<file path="src/rtl/rf_wb_pkg.sv">
// Shared types for the register-file writeback arbiter: FSM states,
// register count and address/data typedefs.
package rf_wb_pkg;

  localparam int NREG   = 32;
  localparam int AW_W   = 5;
  localparam int XLEN_W = 32;

  typedef logic [AW_W-1:0]   rf_addr_t;
  typedef logic [XLEN_W-1:0] rf_data_t;

  typedef enum logic [1:0] {
    RUN     = 2'd0,
    DRAIN   = 2'd1,
    DRAINED = 2'd2
  } wb_state_e;

endpackage

</file>
<file path="src/rtl/rf_wb_arbiter_rr.sv">
// rr_arbiter: N-way round-robin arbiter. One-hot grant to the first request
// at or after the pointer; the pointer moves past the winner on each grant.
module rr_arbiter #(
  parameter  int N  = 3,
  localparam int PW = (N > 1) ? $clog2(N) : 1
) (
  input  logic         clk,
  input  logic         reset,
  input  logic [N-1:0] req,
  output logic [N-1:0] gnt,
  output logic         gnt_any
);

  logic [PW-1:0] ptr_q, ptr_d;
  logic [PW-1:0] gnt_idx;

  function automatic logic [PW-1:0] wrap_add(input logic [PW-1:0] base, input int off);
    int s;
    s = int'(base) + off;
    if (s >= N) s = s - N;
    return PW'(s);
  endfunction

  always_comb begin
    gnt     = '0;
    gnt_idx = '0;
    gnt_any = 1'b0;
    for (int k = 0; k < N; k++) begin
      if (!gnt_any && req[wrap_add(ptr_q, k)]) begin
        gnt_any = 1'b1;
        gnt_idx = wrap_add(ptr_q, k);
      end
    end
    if (gnt_any) begin
      gnt   = {{(N-1){1'b0}}, 1'b1} << gnt_idx;
      ptr_d = wrap_add(gnt_idx, 1);
    end else begin
      ptr_d = ptr_q;
    end
  end

  always_ff @(posedge clk) begin
    if (reset) ptr_q <= '0;
    else       ptr_q <= ptr_d;
  end

endmodule

</file>
<file path="src/rtl/rf_wb_arbiter.sv">
// Round-robin sharing of the regfile write port with a busy scoreboard and
// flush/drain FSM. Define RF_WB_FWD_EN to add the same-cycle forwarding port.
module rf_wb_arbiter
  import rf_wb_pkg::*;
#(
  parameter int NREQ = 3,
  parameter int XLEN = 32,
  parameter int AW   = 5
) (
  input  logic                 clk,
  input  logic                 reset,
  input  logic [NREQ-1:0]      wb_valid,
  output logic [NREQ-1:0]      wb_ready,
  input  logic [NREQ*AW-1:0]   wb_wa,
  input  logic [NREQ*XLEN-1:0] wb_wd,
  input  logic                 iss_valid,
  input  logic [AW-1:0]        iss_rd,
  input  logic                 flush,
  output logic                 we3,
  output logic [AW-1:0]        wa3,
  output logic [XLEN-1:0]      wd3,
  output logic [NREG-1:0]      busy,
  output logic                 drained,
  output logic                 sb_err
`ifdef RF_WB_FWD_EN
  ,
  input  logic [AW-1:0]        fwd_ra,
  output logic                 fwd_hit,
  output logic [XLEN-1:0]      fwd_data
`endif
);

  wb_state_e         state_q, state_d;
  logic [NREG-1:0]   busy_q, busy_d;
  logic              sb_err_q, sb_err_d;
  logic              drained_q, drained_d;
  logic              we3_q, we3_d;
  logic [AW-1:0]     wa3_q, wa3_d;
  logic [XLEN-1:0]   wd3_q, wd3_d;

  logic [NREQ-1:0]   gnt_s;
  logic              gnt_any_s;
  logic [AW-1:0]     sel_wa_s;
  logic [XLEN-1:0]   sel_wd_s;
  logic              wr_en_s;
  logic              iss_take_s;
  logic              set_en_s;

  rr_arbiter #(.N(NREQ)) u_rr (
    .clk     (clk),
    .reset   (reset),
    .req     (wb_valid),
    .gnt     (gnt_s),
    .gnt_any (gnt_any_s)
  );

  assign wb_ready = gnt_s;

  always_comb begin
    sel_wa_s = '0;
    sel_wd_s = '0;
    for (int i = 0; i < NREQ; i++) begin
      if (gnt_s[i]) begin
        sel_wa_s = wb_wa[i*AW +: AW];
        sel_wd_s = wb_wd[i*XLEN +: XLEN];
      end
    end
  end

  // x0 writes complete the handshake but never reach the regfile.
  assign wr_en_s    = gnt_any_s && (sel_wa_s != '0);
  assign iss_take_s = iss_valid && ((state_q == RUN) || ((state_q == DRAINED) && !flush));
  assign set_en_s   = iss_take_s && (iss_rd != '0);

  always_comb begin
    busy_d = busy_q;
    if (wr_en_s) busy_d[sel_wa_s] = 1'b0;
    if (set_en_s) busy_d[iss_rd] = 1'b1;
    busy_d[0] = 1'b0;

    sb_err_d = sb_err_q
             | (set_en_s && busy_q[iss_rd] && !(wr_en_s && (sel_wa_s == iss_rd)))
             | (wr_en_s && !busy_q[sel_wa_s]);

    we3_d = wr_en_s;
    wa3_d = wr_en_s ? sel_wa_s : wa3_q;
    wd3_d = wr_en_s ? sel_wd_s : wd3_q;

    case (state_q)
      RUN: begin
        state_d = flush ? DRAIN : RUN;
      end
      DRAIN: begin
        if (flush)                                    state_d = DRAIN;
        else if ((busy_q == '0) && (wb_valid == '0))  state_d = DRAINED;
        else                                          state_d = DRAIN;
      end
      DRAINED: begin
        if (flush)          state_d = DRAIN;
        else if (iss_valid) state_d = RUN;
        else                state_d = DRAINED;
      end
      default: state_d = RUN;
    endcase
    drained_d = (state_d == DRAINED);
  end

  always_ff @(posedge clk) begin
    if (reset) begin
      state_q   <= RUN;
      busy_q    <= '0;
      sb_err_q  <= 1'b0;
      drained_q <= 1'b0;
      we3_q     <= 1'b0;
      wa3_q     <= '0;
      wd3_q     <= '0;
    end else begin
      state_q   <= state_d;
      busy_q    <= busy_d;
      sb_err_q  <= sb_err_d;
      drained_q <= drained_d;
      we3_q     <= we3_d;
      wa3_q     <= wa3_d;
      wd3_q     <= wd3_d;
    end
  end

  assign we3     = we3_q;
  assign wa3     = wa3_q;
  assign wd3     = wd3_q;
  assign busy    = busy_q;
  assign sb_err  = sb_err_q;
  assign drained = drained_q;

`ifdef RF_WB_FWD_EN
  always_comb begin
    fwd_hit  = we3_q && (wa3_q == fwd_ra) && (fwd_ra != '0);
    fwd_data = fwd_hit ? wd3_q : '0;
  end
`endif

endmodule

</file>
<file path="config.mk">
export PLATFORM = sky130hd
export DESIGN_NAME = rf_wb_arbiter
export DESIGN_NICKNAME = d
export VERILOG_FILES = /design/src/rtl/rf_wb_pkg.sv /design/src/rtl/rf_wb_arbiter_rr.sv /design/src/rtl/rf_wb_arbiter.sv
export SDC_FILE = /design/constraint.sdc
export NUM_CORES = 1
export LEC_CHECK = 0
export CORE_MARGIN = 2
export CORE_UTILIZATION = 30
export DETAILED_ROUTE_END_ITERATION = 12
export PLACE_DENSITY = 0.65
export SLEW_MARGIN = 20
export SYNTH_ARGS = -nofsm -noshare
export SYNTH_HDL_FRONTEND = slang
export SYNTH_SLANG_ARGS = --single-unit
</file>
<file path="constraint.sdc">
create_clock -name clk -period 5.3 [get_ports clk]
set_input_delay 1.06 -clock clk [delete_from_list [all_inputs] [get_ports clk]]
set_output_delay 1.06 -clock clk [all_outputs]
set_load 0.1 [all_outputs]
</file>
==> impl_results.md, run 1 <==
- Cell variety after synth: 67
- Global placer's final weighted congestion: ~0.93
- Final WL: 17940 um
- Skew final: ~0.0047 ns
- Initial antenna violation count: 1
- Design area: 7029 sq um
- Synth Instances: roughly 570
- Via count: ~5300
- Reg2Reg Depth: 14
- Total CTS buffers: 9
- Row count: 45
- Async S/R FF share, synth: 0%
- GRT Total Usage: roughly a fifth
- Synth warn: 0
- Hold crit path type: flop to flop
- Final hold violation count: 0
- Postcts setup bufs: 0
- Relative slew slack: a little under a third
- CTS tree: built
- Buffers on Ports: 196
- CP endpoint: wb_ready[1]
- Vias in the first global route: between 5000 and 6000
- DRT antenna net count: 0
- Total grt overflow: 0
- Routed length per instance: about 19 um
- Core Area: roughly 15000 sq um
- Post-synthesis average cell area: roughly 8 sq um
- CP cell instances: clkdlybuf4s50_1, mux2_1, a222oi_1, and3_1, o21ai_0, inv_1, ha_1, inv_1, a21o_1, inv_1, buf_12
- Reg2reg start: u_rr.ptr_q[0]$_SDFFE_PP0P_
- Tcrit/Tclk final: around 92%
- Sequential-to-total area share from yosys stat: about a third
- Status: completed
- Post-route DRC: 0
- Top Family by Delay on Critical Path: buffers and inverters
- First-pass GRT wire length: approximately 27000 um
- DR iter-0 viols: roughly 470
- Largest net degree at the start of global routing: roughly 70
- Startpoint Class: input port
- Die height: 127.9 um
- Max Clk Rate: between 200 and 250 MHz
- CP arrival: 3.81 ns
- Initial core utilization: 30.51%
- WP buf/inv: 5
- Lkg Pwr: 2.456 nW
- CP peak stage delay: around 0.50 ns
- Initial DRT Pass Iterations: 5
- Post-DP HPWL: 13250 um
- Max FO, Critical Path: 7
- I/O Pins: approximately 200
- RSZ-0062 raised after global routing: no
- Clk_lat worst skew: about 0.34 ns
- FF-to-FF setup slack: 1.00 ns
- Final min period: between 4 and 5 ns
- Post-layout net count: 876
- P per Cell Area: just under 700 nW/um^2
- CP max stage cell: clkdlybuf4s50_1
- Share of layout cells above drive strength 1: around 8.4%
- Syn nets: 702
- Setup TNS: 0 ns
- Clock buffer depth: 2
- Slew @ Worst Pin: 1.029 ns
- Slew Viols, Final: 0
- Crit path launch: wb_valid[2]
- Crit Path Class: input port to output port
- Worst Path Required: approximately 4.2 ns
- Final setup vio count: 0
- Vias per inst: 5.644
- Clock-pin transition on the worst setup and hold timing paths: ~0.06 ns
- Worst hold path depth: 2
- Synth Register Bits: 75
- CP Depth: 11
- Clock Root Buffer: clkbuf_16
- Critical Path Sink Type: output port
- Hold buffer count at CTS: 0
- Clk sink count: between 70 and 80
- Die Area: ~16000 sq um
- Post-synth EDFFs: 0
- Area growth, synth to finish: 52.66%
- H-tree depth: 3
- Top FF cell, synth: dfxtp_1
- Worst VDD drop: between 0.3 and 0.4 mV
- PostCTS Resize Cnt: 0
- Mapped cell area: approximately 4600 sq um
- Die X-Extent: about 130 um
- Max cap viols: 0
- Area of placed instances: roughly 6700 sq um
- RR Endpoint: sb_err$_SDFF_PP0_
- CP dominant cell by count: inv_1
-- layer usage --
metal	GRT usage, %	share of wire, %
met1	27.88	42
met2	33.47	46
met3	5.301	8.4
met4	9.567	2.9
met5	0	0
-- flip-flops by register name, indices dropped and copies added, names as in the netlist --
register,flops
state_q,2
drained,1
busy,31
sb_err,1
u_rr.ptr_q,2
wa3,5
wd3,32
we3,1
-- cell type report --
cell class	instances	area (sq um)
Multi-Input combinational cell	434	2814
Inverter	21	78.83
Timing Repair Buffer	207	2069
Clock inverter	6	88.84
Fill cell	1503	8060
Sequential cell	75	1501
Antenna cell	1	2.502
Clock buffer	10	239.0
Tap cell	188	235.2
-- per-stage QoR --
| stage | hold WS, ns | power, mW | cells | worst slack [ns] | util [%] |
|---|---|---|---|---|---|
| global placement | 0.4392 | 4.103 | 925 | 0.3981 | 44.39 |
| detailed placement | 0.4449 | 4.125 | 925 | 0.2430 | 44.39 |
| floorplan | 0.4807 | 3.315 | 574 | 0.2004 | - |
| finish | 0.4479 | 4.813 | 942 | 0.4282 | 46.58 |
| global route | 0.4745 | 5.061 | 941 | 0.2167 | 46.57 |
| CTS | 0.4506 | 4.817 | 941 | 0.4771 | 46.56 |
-- worst register-to-register path, delay by kind of cell (launching register included) --
family / cells / cell delay, ns
simple gates: 3 / 0.83
flops: 1 / 0.34
mux: 1 / 0.54
buf+inv: 1 / 0.08
compound gates: 7 / 1.71
fa+ha+maj: 2 / 0.75
-- power by group --
group / total, mW / internal [mW] / leakage [nW] / switching (mW)
sequential: 0.821 / 0.732 / 0.612 / 0.0884
clock: 0.678 / 0.425 / 0.155 / 0.253
combinational: 3.31 / 0.953 / 1.69 / 2.36
-- cell families after synthesis --
group	count (synthesis)	synth area share, %
xor+xnor	2	0.3805
other cells	1	0.08144
fa+ha+maj	5	1.359
mux	23	8.641
buf+inv	65	6.304
simple gates	218	23.02
compound gates	185	27.61
flops	75	32.61
-- worst min path at each step --
stage	from	endpoint	slack, ns
2_1_floorplan	u_rr.ptr_q[1]$_SDFFE_PP0P_	u_rr.ptr_q[1]$_SDFFE_PP0P_	0.48
3_3_place_gp	wd3[23]$_SDFFE_PP0N_	wd3[23]$_SDFFE_PP0N_	0.44
3_5_place_dp	wd3[23]$_SDFFE_PP0N_	wd3[23]$_SDFFE_PP0N_	0.44
4_1_cts	wd3[23]$_SDFFE_PP0N_	wd3[23]$_SDFFE_PP0N_	0.45
5_1_grt	wd3[15]$_SDFFE_PP0N_	wd3[15]$_SDFFE_PP0N_	0.47
6_report	wd3[23]$_SDFFE_PP0N_	wd3[23]$_SDFFE_PP0N_	0.45
-- placed cells by master (no fill, tap or decap), drive strengths merged, types with 3 or more instances in the layout --
cell type	Yosys	routed
nand2b	6	6
a22o	5	5
a21oi	82	82
nor3	10	10
nor2b	5	5
a221oi	36	36
clkdlybuf4s50	0	192
a21o	3	3
buf	18	15
clkbuf	26	10
nor2	47	47
or3	33	33
nor4	8	8
ha	5	5
inv	21	21
and2	3	3
mux2	4	4
and3	3	3
nand3	13	13
nand2	79	79
o21ai	33	33
mux2i	7	7
mux4	12	12
dfxtp	75	75
a31oi	3	3
-- synth_stat cells, drive strengths merged, types with 2 or more instances --
cell	number	share of area (%)
mux2i	7	1.8
a21boi	2	0.41
a2111oi	2	0.92
mux4	12	5.9
a221oi	36	6.8
inv	21	1.7
a211oi	2	0.33
buf	18	2.5
mux2	4	0.98
a21oi	82	9.0
or2	2	0.27
nand2b	6	0.87
clkbuf	26	2.1
nor2b	5	0.68
nor4b	2	0.38
a22o	5	0.95
nor4	8	1.1
ha	5	1.4
nor3b	2	0.33
a32oi	2	0.95
xnor2	2	0.38
nand2	79	6.6
a22oi	2	0.33
and3	3	0.41
o21ai	33	3.6
and2	3	0.41
nand3	13	1.4
a31oi	3	0.73
dfxtp	75	33
o22ai	2	0.27
nor3	10	1.3
a21o	3	0.49
or3	33	4.5
nor2	47	3.9
a222oi	2	0.43
Note: power is estimated with default switching activity, not from simulation.
==> run 2, diff against run 1 <==
CORE_MARGIN = 1   (was 2)
RECOVER_POWER = 50   (was default)
==> impl_results.md, run 2 (synthesis gave the netlist of run 1 again) <==
- Hold crit path type: flop to flop
- Skew final: between 0.008 and 0.009 ns
- WP buf/inv: 4
- Worst VDD drop: slightly below 0.5 mV
- Clk_lat worst skew: ~0.34 ns
- Area growth, synth to finish: 52.04%
- Setup TNS: 0 ns
- Relative slew slack: between 20 and 30%
- Crit Path Class: input port to output port
- Clock-pin transition on the worst setup and hold timing paths: around 0.060 ns
- Core Area: between 10000 and 15000 sq um
- RSZ-0062 raised after global routing: no
- P per Cell Area: between 600 and 700 nW/um^2
- Die Area: 15850 sq um
- Initial DRT Pass Iterations: 5
- Clock buffer depth: 2
- I/O Pins: between 150 and 200
- Clock Root Buffer: clkbuf_16
- Hold buffer count at CTS: 0
- DRT antenna net count: 0
- Final hold violation count: 0
- Initial antenna violation count: 0
- Initial core utilization: a little under a third
- Top Family by Delay on Critical Path: buffers and inverters
- Clk sink count: between 70 and 80
- Final min period: around 5.0 ns
- GRT Total Usage: 22.08%
- PostCTS Resize Cnt: 0
- Largest net degree at the start of global routing: 73
- N_diodes: 0
- Post-layout net count: around 880
- Startpoint Class: input port
- Slew @ Worst Pin: between 1 and 1.5 ns
- Status: completed
- CP dominant cell by count: inv_1
- Worst setup margin: approximately 0.34 ns
- Post-route DRC: 0
- Vias in the first global route: between 5000 and 6000
- CP cell instances: clkdlybuf4s50_1, mux2_1, a222oi_1, and3_1, o21ai_0, ha_1, inv_1, a21o_1, inv_1, buf_12
- Max reg flops: 32
- Total CTS buffers: 9
- Routed length per instance: approximately 19 um
- DR iter-0 viols: 456
- Total grt overflow: 0
- FF-to-FF setup slack: around 0.9 ns
- Critical Path Sink Type: output port
- Die height: approximately 130 um
- CTS tree: built
- Global placer's final weighted congestion: about 0.91
- Max Clk Rate: just over 200 MHz
- Final WL: about 18000 um
- Buffers on Ports: 196
- Worst Path Required: 4.24 ns
- Max FO, Critical Path: 10
- Slew Viols, Final: 0
- CP peak stage delay: roughly 0.51 ns
- Commonest non-fill, non-tap cells in the layout: clkdlybuf4s50_1 (122), a21oi_1 (81), nand2_1 (78)
- Postcts setup bufs: 0
- CP max stage cell: clkdlybuf4s50_1
- H-tree depth: 3
- Lkg Pwr: 2.657 nW
- First-pass GRT wire length: 27210 um
- Via count: between 5000 and 6000
- Final setup vio count: 0
- Max cap viols: 0
- Row count: 44
- Die X-Extent: approximately 130 um
- Post-DP HPWL: 13220 um
- Setup WS pre-CTS: 0.1560 ns
- CP arrival: roughly 4 ns
- Tcrit/Tclk final: between 90 and 100%
- Share of layout cells above drive strength 1: under 10%
- Vias per inst: approximately 5.5
- Commonest non-fill, non-tap cell in the layout: clkdlybuf4s50_1
-- run 2: cell count changes in the layout (fill, tap and decap cells not counted), sizes merged --
cell / previous run / this run
dlygate4sd3: 0 / 70
diode: 1 / 0
clkinv: 2 / 0
inv: 21 / 23
buf: 15 / 13
clkdlybuf4s50: 192 / 122
clkbuf: 10 / 12
clkinvlp: 2 / 1
-- run 2: path summary, 6_finish.rpt --
path | from | to | cells after the start
worst max-delay path | wb_valid[2] | wb_ready[2] | 10
worst min register to register | wd3[7]$_SDFFE_PP0N_ | wd3[7]$_SDFFE_PP0N_ | 2
worst max register to register | u_rr.ptr_q[1]$_SDFFE_PP0P_ | sb_err$_SDFF_PP0_ | 14
worst min-delay path | wd3[7]$_SDFFE_PP0N_ | wd3[7]$_SDFFE_PP0N_ | 2
-- run 2: area by class of cell --
class | count | area, sq um
inverters | 21 | 78.83
clock buffers | 11 | 232.7
flip-flops and latches | 75 | 1501
repair buffers | 206 | 2058
clock inverters | 5 | 85.08
multi-input cells | 434 | 2814
fillers | 1428 | 7754
well taps | 184 | 230.2
-- run 2: per-layer routing --
metal / global-route usage [%] / part of all wire, % / up-vias
li1: - / - / 2466
met1: 28.38 / 43 / 2439
met2: 35.33 / 47 / 251
met3: 5.905 / 8.0 / 25
met4: 8.292 / 2.1 / 0
met5: 0 / 0 / -
-- run 2: power by group --
part	total (mW)	internal [mW]	switching (mW)
Combinational	3.24	0.889	2.36
Sequential	0.819	0.732	0.0870
Clock	0.660	0.416	0.244
Total	4.72	2.04	2.69
-- run 2: stage by stage --
step	total power, mW	hold WS, ns	util [%]	std cells	instance area [sq um]
2_1_floorplan	3.315	0.4807	-	574	4604
3_3_place_gp	4.084	0.4366	45.31	920	6685
3_5_place_dp	4.120	0.4442	45.32	920	6686
4_1_cts	4.797	0.4510	47.47	936	7004
5_1_grt	4.957	0.4604	47.45	936	7000
6_report	4.724	0.4446	47.45	936	7000
-- run 2: tightest hold or removal path, delay by kind of cell (launching register included) --
kind            cells  cell delay (ns)
compound gates      1             0.05
flops               1             0.30
simple gates        1             0.05
==> run 3, diff against run 2 <==
CORE_ASPECT_RATIO = 1.1   (was default)
CORE_MARGIN = 2   (was 1)
==> impl_results.md, run 3 (synthesis gave the netlist of run 1 again) <==
- CP dominant cell by count: inv_1
- Buffers on Ports: 196
- Startpoint Class: input port
- Clock Root Buffer: clkbuf_16
- Hold crit path type: flop to flop
- Final hold violation count: 0
- Setup TNS: 0 ns
- Max FO, Critical Path: 7
- Core Area: ~15000 sq um
- Final min period: 4.980 ns
- Global placer's final weighted congestion: 0.9736
- Slew Viols, Final: 0
- Initial DRT Pass Iterations: 5
- DR iter-0 viols: 430
- Tcrit/Tclk final: 93.97%
- Worst Path Required: 4.24 ns
- Largest net degree at the start of global routing: between 70 and 80
- H-tree depth: 3
- Met1 Track Usage GR: between 20% and 30%
- Placed Cells: about 930
- Row count: 47
- CP arrival: about 3.9 ns
- Max Clk Rate: ~200 MHz
- Most used routing layer: met2
- Commonest non-fill, non-tap cells in the layout: clkdlybuf4s50_1 (121), a21oi_1 (81), nand2_1 (78)
- P per Cell Area: around 670 nW/um^2
- Lkg Pwr: between 2 and 3 nW
- Skew final: between 0.006 and 0.007 ns
- Filler instances: approximately 1500
- Clk sink count: 75
- Post-route DRC: 0
- Initial antenna violation count: 0
- Met2 usage: between 30% and 40%
- Via count: about 5200
- GR Layer Usage met3: around 5.5%
- Total CTS buffers: 9
- Die height: between 100 and 150 um
- Critical Path Sink Type: output port
- Clk_lat worst skew: between 0.3 and 0.4 ns
- Postcts setup bufs: 0
- Worst VDD drop: 0.4180 mV
- CP peak stage delay: about 0.62 ns
- First-pass GRT wire length: about 26000 um
- DRT antenna net count: 0
- Routed length per instance: roughly 18 um
- Initial core utilization: a little under a third
- Final setup vio count: 0
- Post-DP HPWL: 12710 um
- GRT Total Usage: 20.50%
- Vias in the first global route: 5016
- Slew @ Worst Pin: ~1.0 ns
- Status: completed
- Sequential Area: 1501 sq um
- Commonest non-fill, non-tap cell in the layout: clkdlybuf4s50_1
- Max cap viols: 0
- Crit Path Class: input port to output port
- Final WL: approximately 17000 um
- Area of the multi-input gates: between 2000 and 3000 sq um
- Clock buffer depth: 2
- N_diodes: 0
- RSZ-0062 raised after global routing: no
- Total grt overflow: 0
- Vias per inst: 5.476
- Die X-Extent: roughly 120 um
- Post-Layout Cell Count: around 950
- Die Area: roughly 16000 sq um
- Hold buffer count at CTS: 0
- I/O Pins: just under 200
- Share of layout cells above drive strength 1: 7.989%
- Area growth, synth to finish: 52.50%
- CTS tree: built
- CP max stage cell: dlygate4sd3_1
- Post-layout net count: roughly 870
- Clock-pin transition on the worst setup and hold timing paths: 0.06 ns
- PostCTS Resize Cnt: 0
- Max reg flops: 32
- Relative slew slack: ~31%
- CP cell instances: dlygate4sd3_1, mux2_1, a222oi_1, and3_1, o21ai_0, inv_1, ha_1, inv_1, a21o_1, inv_1, buf_12
==> run 3: changes by cell type in the layout (fill, tap and decap cells not counted) <==
cell             previous run  this run
clkbuf_1                    3         1
clkbuf_8                    0         1
clkdlybuf4s50_1           122       121
clkinv_4                    0         1
dlygate4sd3_1              70        71
inv_6                       2         1
==> run 3: metrics by stage <==
step | cell area [sq um] | worst slack (ns) | power (mW) | hold slack (ns) | utilization, %
final | 7022 | 0.3197 | 4.692 | 0.4450 | 46.64
after global routing | 7022 | 0.1285 | 4.950 | 0.4675 | 46.64
after CTS | 7020 | 0.4065 | 4.781 | 0.4504 | 46.63
after detailed placement | 6693 | 0.1857 | 4.091 | 0.4425 | 44.46
after global placement | 6693 | 0.3313 | 4.060 | 0.4386 | 44.46
after floorplan | 4604 | 0.2004 | 3.315 | 0.4807 | -
==> run 3: area by class of cell <==
cell class / instances / share of cell area (%)
clock buffer: 11 / 3.457
clock inverter: 5 / 1.212
inverter: 21 / 1.123
multi-input combinational: 434 / 40.07
sequential: 75 / 21.38
tap: 196 / 3.493
timing repair buffer: 205 / 29.26
==> run 3: power breakdown <==
part / leakage [nW] / total (mW) / switching, mW / internal, mW
combinational: 1.89 / 3.20 / 2.32 / 0.884
clock: 0.156 / 0.669 / 0.241 / 0.428
sequential: 0.612 / 0.821 / 0.0883 / 0.732
total: 2.66 / 4.69 / 2.65 / 2.04
==> run 3: worst max-delay path, delay by kind of cell <==
kind	cells	cell delay, ns
and+or+nand+nor	1	0.22
muxes	1	0.33
AOI/OAI and AO/OA	3	0.84
buffers and inverters	5	1.22
adders and majority gates	1	0.26
==> run 3: worst paths after layout <==
path | start | end | slack, ns | cells after the start
max | wb_valid[0] | wb_ready[1] | 0.32 | 11
min | wd3[8]$_SDFFE_PP0N_ | wd3[8]$_SDFFE_PP0N_ | 0.44 | 2
max reg2reg | u_rr.ptr_q[0]$_SDFFE_PP0P_ | sb_err$_SDFF_PP0_ | 0.92 | 17
min reg2reg | wd3[8]$_SDFFE_PP0N_ | wd3[8]$_SDFFE_PP0N_ | 0.44 | 2
==> run 3: metal layers <==
metal	wire (um)	up-vias
met5	0	-
met1	6571	2385
li1	-	2462
met3	1679	37
met4	504	0
met2	8158	302
